==> src/rtl/mips_pkg.sv <==
// Shared definitions for the MIPS pipeline control blocks: forwarding
// select encodings, the divider-tracker state type, and a register-number
// match helper that never matches $0.
package mips_pkg;

  localparam logic [1:0] FWD_RF   = 2'b00;
  localparam logic [1:0] FWD_W    = 2'b01;
  localparam logic [1:0] FWD_M    = 2'b10;
  localparam logic [4:0] REG_ZERO = 5'd0;

  typedef enum logic [1:0] {
    IDLE = 2'd0,
    BUSY = 2'd1,
    DONE = 2'd2
  } div_state_e;

  // True when destination dst is a real register that equals source src.
  function automatic logic reg_match(input logic [4:0] dst, input logic [4:0] src);
    return (dst != REG_ZERO) && (dst == src);
  endfunction

endpackage

==> src/rtl/div_tracker.sv <==
// Tracks the multi-cycle divider. A start in IDLE or DONE loads the counter
// with DIV_CYCLES-2; BUSY counts down to zero, then one DONE cycle follows.
// busy_o is registered and covers exactly DIV_CYCLES cycles after the start
// edge. state_o exposes the FSM state for observation.
module div_tracker
  import mips_pkg::*;
#(
  parameter int DIV_CYCLES = 32
) (
  input  logic       clk,
  input  logic       rst_n,
  input  logic       start_div_i,
  output logic       busy_o,
  output div_state_e state_o
);

  localparam logic [5:0] CNT_LOAD = 6'(DIV_CYCLES - 2);

  div_state_e state_q;
  logic [5:0] cnt_q;
  logic       busy_q;

  // Divider FSM with counter and registered busy flag.
  always_ff @(posedge clk) begin
    if (!rst_n) begin
      state_q <= IDLE;
      cnt_q   <= 6'd0;
      busy_q  <= 1'b0;
    end else begin
      case (state_q)
        IDLE: begin
          if (start_div_i) begin
            state_q <= BUSY;
            cnt_q   <= CNT_LOAD;
            busy_q  <= 1'b1;
          end
        end
        BUSY: begin
          // A start here cannot happen: HI/LO users are stalled in decode.
          if (cnt_q != 6'd0) begin
            cnt_q <= cnt_q - 6'd1;
          end else begin
            state_q <= DONE;
          end
          busy_q <= 1'b1;
        end
        DONE: begin
          if (start_div_i) begin
            state_q <= BUSY;
            cnt_q   <= CNT_LOAD;
            busy_q  <= 1'b1;
          end else begin
            state_q <= IDLE;
            busy_q  <= 1'b0;
          end
        end
        default: begin
          state_q <= IDLE;
          cnt_q   <= 6'd0;
          busy_q  <= 1'b0;
        end
      endcase
    end
  end

  assign busy_o  = busy_q;
  assign state_o = state_q;

endmodule

==> src/rtl/hazard_ctrl.sv <==
// Hazard and forwarding controller for the 5-stage MIPS pipeline.
// Stall, flush and forward outputs are combinational; only the divider
// tracker holds state. While rst_n is low the outputs are forced to a safe
// idle pattern (FlushE=1, everything else 0).
// Optional: define HAZ_PERF_CNT_EN to add stall_cnt, flush_cnt and
// div_stall_cnt performance counters of width CNT_W.
module hazard_ctrl
  import mips_pkg::*;
#(
  parameter int DIV_CYCLES = 32
`ifdef HAZ_PERF_CNT_EN
  , parameter int CNT_W = 32
`endif
) (
  input  logic       clk,
  input  logic       rst_n,
  input  logic [4:0] RsD,
  input  logic [4:0] RtD,
  input  logic [4:0] RsE,
  input  logic [4:0] RtE,
  input  logic [4:0] WriteRegE,
  input  logic [4:0] WriteRegM,
  input  logic [4:0] WriteRegW,
  input  logic       RegWriteE,
  input  logic       RegWriteM,
  input  logic       RegWriteW,
  input  logic       MemToRegE,
  input  logic       MemToRegM,
  input  logic       BranchD,
  input  logic       PCSrcD,
  input  logic       hilo_use_D,
  input  logic       start_div_E,
  output logic       StallF,
  output logic       StallD,
  output logic       FlushD,
  output logic       FlushE,
  output logic       ForwardAD,
  output logic       ForwardBD,
  output logic [1:0] ForwardAE,
  output logic [1:0] ForwardBE,
  output logic       div_busy
`ifdef HAZ_PERF_CNT_EN
  , output logic [CNT_W-1:0] stall_cnt
  , output logic [CNT_W-1:0] flush_cnt
  , output logic [CNT_W-1:0] div_stall_cnt
`endif
);

  logic       div_busy_raw;
  div_state_e div_state;
  logic       lwstall, brstall, divstall, stall, flush_d;
  logic [1:0] fwd_ae, fwd_be;

  div_tracker #(.DIV_CYCLES(DIV_CYCLES)) u_div_tracker (
    .clk         (clk),
    .rst_n       (rst_n),
    .start_div_i (start_div_E),
    .busy_o      (div_busy_raw),
    .state_o     (div_state)
  );

  // The registered busy flag must always agree with the tracker state.
  busy_matches_state: assert property (@(posedge clk)
    div_busy_raw == (div_state != IDLE));

  // Hazard detection: causes are ORed into one stall.
  always_comb begin
    lwstall  = MemToRegE & RegWriteE &
               (reg_match(WriteRegE, RsD) | reg_match(WriteRegE, RtD));
    brstall  = BranchD &
               ((RegWriteE & (reg_match(WriteRegE, RsD) | reg_match(WriteRegE, RtD))) |
                (MemToRegM & (reg_match(WriteRegM, RsD) | reg_match(WriteRegM, RtD))));
    divstall = div_busy_raw & hilo_use_D;
    stall    = lwstall | brstall | divstall;
    // A taken branch that is itself stalled re-evaluates next cycle.
    flush_d  = PCSrcD & ~stall;
  end

  // Execute forwarding: the younger M-stage result wins over W.
  always_comb begin
    fwd_ae = FWD_RF;
    fwd_be = FWD_RF;
    if (RegWriteM & reg_match(WriteRegM, RsE))      fwd_ae = FWD_M;
    else if (RegWriteW & reg_match(WriteRegW, RsE)) fwd_ae = FWD_W;
    if (RegWriteM & reg_match(WriteRegM, RtE))      fwd_be = FWD_M;
    else if (RegWriteW & reg_match(WriteRegW, RtE)) fwd_be = FWD_W;
  end

  // Output drive, forced to the idle pattern while reset is held.
  always_comb begin
    StallF    = 1'b0;
    StallD    = 1'b0;
    FlushD    = 1'b0;
    FlushE    = 1'b1;
    ForwardAD = 1'b0;
    ForwardBD = 1'b0;
    ForwardAE = FWD_RF;
    ForwardBE = FWD_RF;
    div_busy  = 1'b0;
    if (rst_n) begin
      StallF    = stall;
      StallD    = stall;
      FlushD    = flush_d;
      FlushE    = stall;
      ForwardAD = RegWriteM & reg_match(WriteRegM, RsD);
      ForwardBD = RegWriteM & reg_match(WriteRegM, RtD);
      ForwardAE = fwd_ae;
      ForwardBE = fwd_be;
      div_busy  = div_busy_raw;
    end
  end

`ifdef HAZ_PERF_CNT_EN
  localparam logic [CNT_W-1:0] CNT_ONE = {{(CNT_W-1){1'b0}}, 1'b1};

  logic [CNT_W-1:0] stall_cnt_q, flush_cnt_q, div_stall_cnt_q;
  logic [CNT_W-1:0] stall_cnt_d, flush_cnt_d, div_stall_cnt_d;

  // Next counter values; wrap naturally modulo 2^CNT_W.
  always_comb begin
    stall_cnt_d     = stall    ? stall_cnt_q + CNT_ONE     : stall_cnt_q;
    flush_cnt_d     = flush_d  ? flush_cnt_q + CNT_ONE     : flush_cnt_q;
    div_stall_cnt_d = divstall ? div_stall_cnt_q + CNT_ONE : div_stall_cnt_q;
  end

  // Performance counter registers, cleared by reset.
  always_ff @(posedge clk) begin
    if (!rst_n) begin
      stall_cnt_q     <= '0;
      flush_cnt_q     <= '0;
      div_stall_cnt_q <= '0;
    end else begin
      stall_cnt_q     <= stall_cnt_d;
      flush_cnt_q     <= flush_cnt_d;
      div_stall_cnt_q <= div_stall_cnt_d;
    end
  end

  assign stall_cnt     = stall_cnt_q;
  assign flush_cnt     = flush_cnt_q;
  assign div_stall_cnt = div_stall_cnt_q;
`endif

endmodule

==> config.mk <==
export PLATFORM = sky130hd
export DESIGN_NAME = hazard_ctrl
export DESIGN_NICKNAME = d
export VERILOG_FILES = /design/src/rtl/mips_pkg.sv /design/src/rtl/div_tracker.sv /design/src/rtl/hazard_ctrl.sv
export SDC_FILE = /design/constraint.sdc
export NUM_CORES = 1
export LEC_CHECK = 0
export CORE_AREA = 2 2 53 55
export CTS_BUF_LIST = sky130_fd_sc_hd__clkbuf_4
export CTS_CLUSTER_SIZE = 10
export DETAILED_ROUTE_END_ITERATION = 10
export DIE_AREA = 0 0 55 57
export PLACE_DENSITY_LB_ADDON = 0.3
export SYNTH_ARGS = -nofsm -noshare
export SYNTH_HDL_FRONTEND = slang
export SYNTH_SLANG_ARGS = --single-unit
==> constraint.sdc <==
create_clock -name clk -period 4.4 [get_ports clk]
set_clock_uncertainty 0.1 [all_clocks]
set_input_delay 0.88 -clock clk [delete_from_list [all_inputs] [get_ports clk]]
set_output_delay 0.88 -clock clk [all_outputs]
set_load 0.01 [all_outputs]
# Yosys cells after proc, flatten, opt, wreduce, memory -nomap -nowiden
# Index checks and enable logic that the tools add are counted.
[totals] out_inout_bits=11 wordCells=75 mem_count=0 regBits=9 rom_bits=0 latch_bits=0 mem_bits_rw=0
[classes] mul=0 n_addsub=1 n_bitwise=19 n_shift=0 n_reduce_logical=16 n_eq_ne=14 n_div=0 mux=22 n_lt_le_gt_ge=0
[op_table] op="$eq A5 B5 Y1" n=8
[op_table] op="$reduce_bool A5 Y1" n=3
[op_table] op="$and A1 B1 Y1" n=13
[op_table] op="$mux W2" n=6
[op_table] op="$mux W6" n=2
[op_table] op="$pmux W6 S2" n=1
[op_table] op="$mux W1" n=11
[op_table] op="$logic_and A1 B1 Y1" n=8
[op_table] op="$pmux W2 S3" n=1
[op_table] op="$reduce_bool A6 Y1" n=1
[op_table] op="$sub A6 B1 Y6 const B" n=1
[op_table] op="$or A1 B1 Y1" n=5
[op_table] op="$ne A2 B1 Y1 const B" n=2
[op_table] op="$ne A2 B2 Y1 const B" n=2
[op_table] op="$reduce_and A2 Y1" n=2
[op_table] op="$pmux W1 S3" n=1
[op_table] op="$eq A2 B1 Y1 const B" n=1
[op_table] op="$eq A2 B2 Y1 const B" n=1
[op_table] op="$logic_not A2 Y1" n=1
[op_table] op="$reduce_or A2 Y1" n=1
[op_table] op="$not A1 Y1" n=1

# Longest topological paths before layout
[logic_depth] depth_word=11 ltp_mapped=7 ltp_nobuf=6

# Cells and area by module
# Synthesis repeated with hierarchy kept, for this count alone.
[unflattened] cells_unflattened=143 hier_area_um2=1172.4
[modules_own_cells] mod="hazard_ctrl" cells_per_inst=84 seq_area_each_um2=0.0 n_inst=1 area_per_inst_um2=636.9
[modules_own_cells] mod="div_tracker" cells_per_inst=59 seq_area_each_um2=180.2 n_inst=1 area_per_inst_um2=535.5

# Least setup slack after synthesis
# Ideal clock, no wire load.
[synth_timing] path_type="input port to output port" startpoint="in WriteRegM[4]" endpoint="out StallF" arrival_ps=2104 setup_slack_ps=1316 n_path_buf=2 path_stages=7 required_time_ps=3420 cell_sequence="buf_2 > xnor2_1 > nand3_1 > nor3_1 > o2111ai_1 > a31oi_1 > buf_4"
[synth_between] elab_chain_cells=9 elab_cells_between_ends=12 classes_between="eq/ne: 2; mux: 1; bitwise: 6; reduce/logical: 3"
[synth_lines] item="start: declaration" line="hazard_ctrl.sv:22" rtl="input logic [4:0] WriteRegM,"
[synth_lines] item="$eq A5 B5 Y1 or $reduce_bool A5 Y1 (tied branches)" line="mips_pkg.sv:19" rtl="return (dst != REG_ZERO) && (dst == src);"
[synth_lines] item="$logic_and A1 B1 Y1" line="mips_pkg.sv:19"
[synth_lines] item="$or A1 B1 Y1 *" line="hazard_ctrl.sv:72" rtl="(MemToRegM & (reg_match(WriteRegM, RsD) | reg_match(WriteRegM, RtD))));"
[synth_lines] item="$and A1 B1 Y1 *" line="hazard_ctrl.sv:72"
[synth_lines] item="$or A1 B1 Y1 *" line="hazard_ctrl.sv:71" rtl="((RegWriteE & (reg_match(WriteRegE, RsD) | reg_match(WriteRegE, RtD))) |"
[synth_lines] item="$and A1 B1 Y1 *" line="hazard_ctrl.sv:70" rtl="brstall = BranchD &"
[synth_lines] item="$or A1 B1 Y1 * (2 in series)" line="hazard_ctrl.sv:74" rtl="stall = lwstall | brstall | divstall;"
[synth_lines] item="$mux W1 *"
[synth_lines] item="end: declaration" line="hazard_ctrl.sv:33" rtl="output logic StallF,"
# Mark *: on every way between the ends. The rest lies on a longest branch, timed or not.

# Worst setup path in the final report
[layout_timing] startpoint="in WriteRegM[1]" endpoint="out StallD"
[layout_between] elab_chain_cells=9 elab_cells_between_ends=12 classes_between="eq/ne: 2; mux: 1; bitwise: 6; reduce/logical: 3"
[layout_lines] item="$eq A5 B5 Y1 or $reduce_bool A5 Y1 (tied branches)" line="mips_pkg.sv:19"
[layout_lines] item="$logic_and A1 B1 Y1" line="mips_pkg.sv:19"
[layout_lines] item="$or A1 B1 Y1 *" line="hazard_ctrl.sv:72"
[layout_lines] item="$and A1 B1 Y1 *" line="hazard_ctrl.sv:72"
[layout_lines] item="$or A1 B1 Y1 *" line="hazard_ctrl.sv:71"
[layout_lines] item="$and A1 B1 Y1 *" line="hazard_ctrl.sv:70"
[layout_lines] item="$or A1 B1 Y1 * (2 in series)" line="hazard_ctrl.sv:74"
[layout_lines] item="$mux W1 *" line="hazard_ctrl.sv:100" rtl="if (rst_n) begin"
[layout_lines] item="end: declaration" line="hazard_ctrl.sv:34" rtl="output logic StallD,"
# Marked as above.

==> results.txt <==
Hold Crit Start - u_div_tracker.cnt_q[4]$_SDFFE_PN0P_
DRT iter0 DRCs - 36
Setup Buffers After CTS - 0
vias in the first global route - 1135
crit start category - input port
initial antenna violation count - 0
Final Non-Filler Cells - 222
Yosys cell types - 36
clk slew on worst S/H paths - 0.06 ns
Pleak - 0.0005883 uW
Vias per Instance - 5.320
die area - 0.003135 sq mm
placed cells - 218
Setup crit end kind - output port
Antenna diodes - 0
Syn Area/Cell - 7.822 sq um
Worst EP required - 3.42 ns
HPWL Detailed - 2761 um
share of cells above drive strength 1 - 5.759%
cell depth of the worst hold path - 2
total iterations of the first detailed-routing run - 4
Final GP Congestion - 0.8654
IO Pins - 57
worst r2r src - u_div_tracker.cnt_q[0]$_SDFFE_PN0P_
reg-to-reg slack, setup - 2.75 ns
Tcrit/Tclk final - 91.05%
Finish-stage setup viols - 0
Synth Net Count - 187
nets - 240
cts hold-fix bufs - 0
CTS sink cnt - 9
RSZ-0062 raised after global routing - false
Seq/Total Area, Yosys - 16.57%
row cnt - 19
max_cap viols - 0
PwrDens - 197.7 mW/mm^2
Final Hold Vio Count - 0
largest net degree at the start of global routing - 11
via count - 1181
Longest Clk Path Bufs - 2
cells on worst reg2reg path - 6
Worst EP arrival - 3.03 ns
htree depth - 1
total CTS buffers - 3
first-pass GRT wire length - 5195 um
CP max FO - 5
P&R area growth vs syn - 54.43%
reg2reg end - u_div_tracker.cnt_q[5]$_SDFFE_PN0P_
Root Buffer - clkbuf_4
drt wl/cell - 14.82 um
#FFs+latches synth - 9
post-route ant nets - 0
FFs w/ async S/R, synth - 0%
mapped cell area - 0.001087 sq mm
CTS-repair resized insts - 0
hold endpoint - u_div_tracker.cnt_q[4]$_SDFFE_PN0P_
setup tns final - 0 ns
core area - 0.002615 sq mm
Worst Tran Pin Value - 0.4294 ns
grt total ovfl - 0
largest vdd supply drop - 222.1 uV
CTS tree - yes
total track usage - 22.27%
Die Y-Extent - 57 um
number of synthesized flops with an enable pin - 0
Synth Flop Type - dfxtp_1
clk_lat worst skew - 0.27 ns
DRT Wirelength - 3289 um
outcome - complete, no violations
DIE WIDTH - 55 um
drt drc - 0
Post-Synthesis Cells - 139
class of the worst hold path - flip-flop to flip-flop
Yosys warnings - 0
Slew headroom - 71.11%
fin. max-slew vios - 0
Starting Density - 41.58%
Final Critical Period - 4.006 ns
PortBufs - 56
Fmax - 0.2496 GHz
worst setup path category - input port to output port
## power breakdown
part	total (uW)	internal (uW)	leakage, uW	switching [uW]
Combinational	160	88.4	0.000495	71.3
Sequential	102	90.2	0.0000745	11.5
Clock	70.5	41.1	0.0000184	29.3
## cells in the final DEF (no fill, tap or decap), types with 4 or more instances in the layout
cell type,netlist,layout
a21oi_1,7,7
and2_1,4,4
clkbuf_4,0,4
clkdlybuf4s50_1,0,56
dfxtp_1,9,9
nand2_1,4,4
nand3_1,8,8
nor2_1,9,9
nor3_1,9,9
xnor2_1,21,21
xor2_1,21,21
## worst max-delay path: stages
cell             delay, ns
clkdlybuf4s50_1       0.63
xnor2_1               0.16
nand3_1               0.09
nor3_1                0.27
o2111ai_1             0.21
a31oi_1               0.22
clkdlybuf4s50_1       0.57
## routing by layer
| metal | vias to the layer above | wire length [um] | track usage (%) |
|---|---|---|---|
| met5 | - | 0 | 0 |
| li1 | 589 | - | - |
| met3 | 8 | 278 | 4.712 |
| met2 | 42 | 1557 | 35.03 |
| met4 | 0 | 76 | 8.014 |
| met1 | 542 | 1376 | 29.62 |
## cell usage after synthesis (2+ instances only)
master     count  area share (%)
xnor2_1       21              17
xor2_1        21              17
dfxtp_1        9              17
nor2_1         9             3.1
nor3_1         9             4.1
nand3_1        8             3.7
a21oi_1        7             3.2
buf_2          6             2.8
and2_1         4             2.3
nand2_1        4             1.4
a31oi_1        3             1.7
inv_1          3             1.0
o21ai_0        3             1.4
or4_1          3             2.1
and3_1         2             1.2
clkbuf_1       2            0.69
ha_1           2             2.3
nor2b_1        2             1.2
nor4_1         2             1.2
o2111ai_1      2             1.6
o211ai_1       2             1.4
## flip-flops by register name, summed over array words and instances (netlist names)
name and flops:
u_div_tracker.state_o 2, u_div_tracker.busy_o 1, u_div_tracker.cnt_q 6
## cell type report
type                            count  area [sq um]
Clock buffer                        4         30.03
Fill cell                         239         935.9
Inverter                            4         15.01
Multi-Input combinational cell    117         847.1
Sequential cell                     9         180.2
Tap cell                           31         38.79
Timing Repair Buffer               57         568.0
## stage by stage
stage | utilization (%) | area, sq um | worst slack [ns] | hold slack (ns) | total power (uW)
finish | 64.21 | 1679 | 0.3940 | 0.4044 | 331.9
global route | 64.21 | 1679 | 0.1939 | 0.4522 | 354.6
detailed placement | 63.06 | 1649 | 0.3873 | 0.4002 | 261.7
CTS | 64.21 | 1679 | 0.3864 | 0.4080 | 334.4
floorplan | - | 1087 | 1.316 | 0.3827 | 189.9
global placement | 63.06 | 1649 | 0.4242 | 0.3954 | 256.2
## worst max-delay path by stage
stage / from / cells after the start / to
after floorplan: WriteRegM[4] / 7 / StallF
after global placement: WriteRegM[4] / 7 / StallF
after detailed placement: WriteRegM[1] / 7 / StallD
after CTS: WriteRegM[1] / 7 / StallD
after global routing: WriteRegM[4] / 7 / StallD
final: WriteRegM[1] / 7 / StallD
## kinds of logic after synthesis
logic type	share of synthesized area, %
compound gates	15.99
xor+xnor	33.83
fa+ha+maj	2.301
buf+inv	5.524
flops	16.57
simple gates	25.78
No activity file was read; power rests on OpenSTA's default activity.
==> RTL edit (same flow settings) <==
Re-encode `div_state_e` (3 states) as one-hot, 3 bits wide.
--- a/src/rtl/mips_pkg.sv
+++ b/src/rtl/mips_pkg.sv
@@ -8,10 +8,10 @@
   localparam logic [1:0] FWD_M    = 2'b10;
   localparam logic [4:0] REG_ZERO = 5'd0;
 
-  typedef enum logic [1:0] {
-    IDLE = 2'd0,
-    BUSY = 2'd1,
-    DONE = 2'd2
+  typedef enum logic [2:0] {
+    IDLE = 3'b001,
+    BUSY = 3'b010,
+    DONE = 3'b100
   } div_state_e;
 
   // True when destination dst is a real register that equals source src.
Function: same outputs for any inputs over 10 cycles, from zero or initial values and one cycle with rst_n low; not proved beyond that.
==> RTL edit against the unedited design <==
  * Core utilization rose by 5.2 points
  * Area after synthesis increased by 13%
  * First-iteration DRC count up 2.8%
  * Worst setup slack worse by 51 ps
  * Sequential cell count is 1 higher
  * Design area rose by 8.0%
  * Non-clock buffer count is the same
  * Synthesized cell count up 21%
  * Total power increased by 2.3%
  * Wire length grew 13%
  * Final cell count up 13%
  * Clock power down 4.1%
  * Count of clock-buffer cells in the layout is 1 lower
==> RTL edit: results (changes against the unedited design) <==
Global routing
  • Vias in the first global route: 1315 (+16%)
  • Total track usage: 0.253 (+0.0304)
  • Largest net degree at the start of global routing: 18 (+7)
  • First-pass GRT wire length: 5810 um (+12%)

Synth
  • Synth top area cells: dfxtp_1 (16%), xor2_1 (16%), xnor2_1 (14%), a31oi_1 (4.1%), nor2_1 (4.0%)
  • Synth Area in Adders: 0.0204 (-0.00265)
  • Syn nets: 216 (+16%)
  • Avg Cell Area, Syn: 7.31 um^2 (-6.5%)
  • Synth Area in Compound Gates: 0.160 (about the same)
  • Yosys cell types: 38 (+5.6%)
  • Seq/Total Area, Yosys: 0.163 (-0.00277)

Route
  • DR iter-0 viols: 37 (+2.8%)
  • Final WL: 3720 um (+13%)

Power
  • Leakage: 0.658 nW (+12%)

Finish
  • Final nets: 268 (+12%)
  • Layout Cells excl Fill: 250 (+13%)
  • Layout cells sized above 1: 0.0320 (-0.0256)
  • Sequential cell area share: 0.110 (+0.00304)
  • Clock-cell share: 0.0145 (-0.00340)
  • FF/Latch Area: 200 um^2 (+11%)
  • Comb_multi_in: 144 (+23%)
  • Sequential cells: 10 (+1)
  • Fillcell total: 220 (-7.9%)

Timing
  • Worst slew margin: 0.709 (-0.00217)

Placed design
  • DP HPWL: 3140 um (+14%)
  • Final GP Congestion: 1.02 (+18%)

Setup path
  • Register-to-Register Path Depth: 7 (+1)

Run status
  • Status: complete, no violations
RTL edit: final timing paths:
kind	end	startpoint	slack, ps
hold / removal	u_div_tracker.cnt_q[5]	u_div_tracker.cnt_q[5]	390
setup reg to reg	u_div_tracker.cnt_q[3]	u_div_tracker.cnt_q[0]	2510
setup / recovery	StallF	WriteRegM[4]	340
hold reg to reg	u_div_tracker.cnt_q[5]	u_div_tracker.cnt_q[5]	390
RTL edit: power by group:
| part | internal, mW | switching (mW) | leakage [nW] |
|---|---|---|---|
| Clock | 0.0329 | 0.0347 | 0.0154 |
| Sequential | 0.0982 | 0.0130 | 0.0823 |
| Combinational | 0.0883 | 0.0723 | 0.560 |
| Total | 0.219 | 0.120 | 0.658 |
RTL edit: cell families (layout without fill, tap and decap cells):
logic type | Yosys count | after routing
simple gates | 69 | 69
compound gates | 32 | 32
flops | 10 | 10
fa+ha+maj | 2 | 2
buf+inv | 14 | 65
xor+xnor | 41 | 41
RTL edit: metal layers:
| metal | vias to the layer above | share of wire | GRT usage |
|---|---|---|---|
| li1 | 698 | - | - |
| met1 | 634 | 0.42 | 0.313 |
| met2 | 46 | 0.52 | 0.423 |
| met3 | 10 | 0.041 | 0.0419 |
| met4 | 0 | 0.026 | 0.105 |
| met5 | - | 0 | 0 |
RTL edit: critical path: stages:
cell             delay [ps]
clkdlybuf4s50_1         620
xnor2_1                 170
nand3_1                 100
nor3_1                  250
o2111ai_1               220
a31oi_1                 250
clkdlybuf4s50_1         590
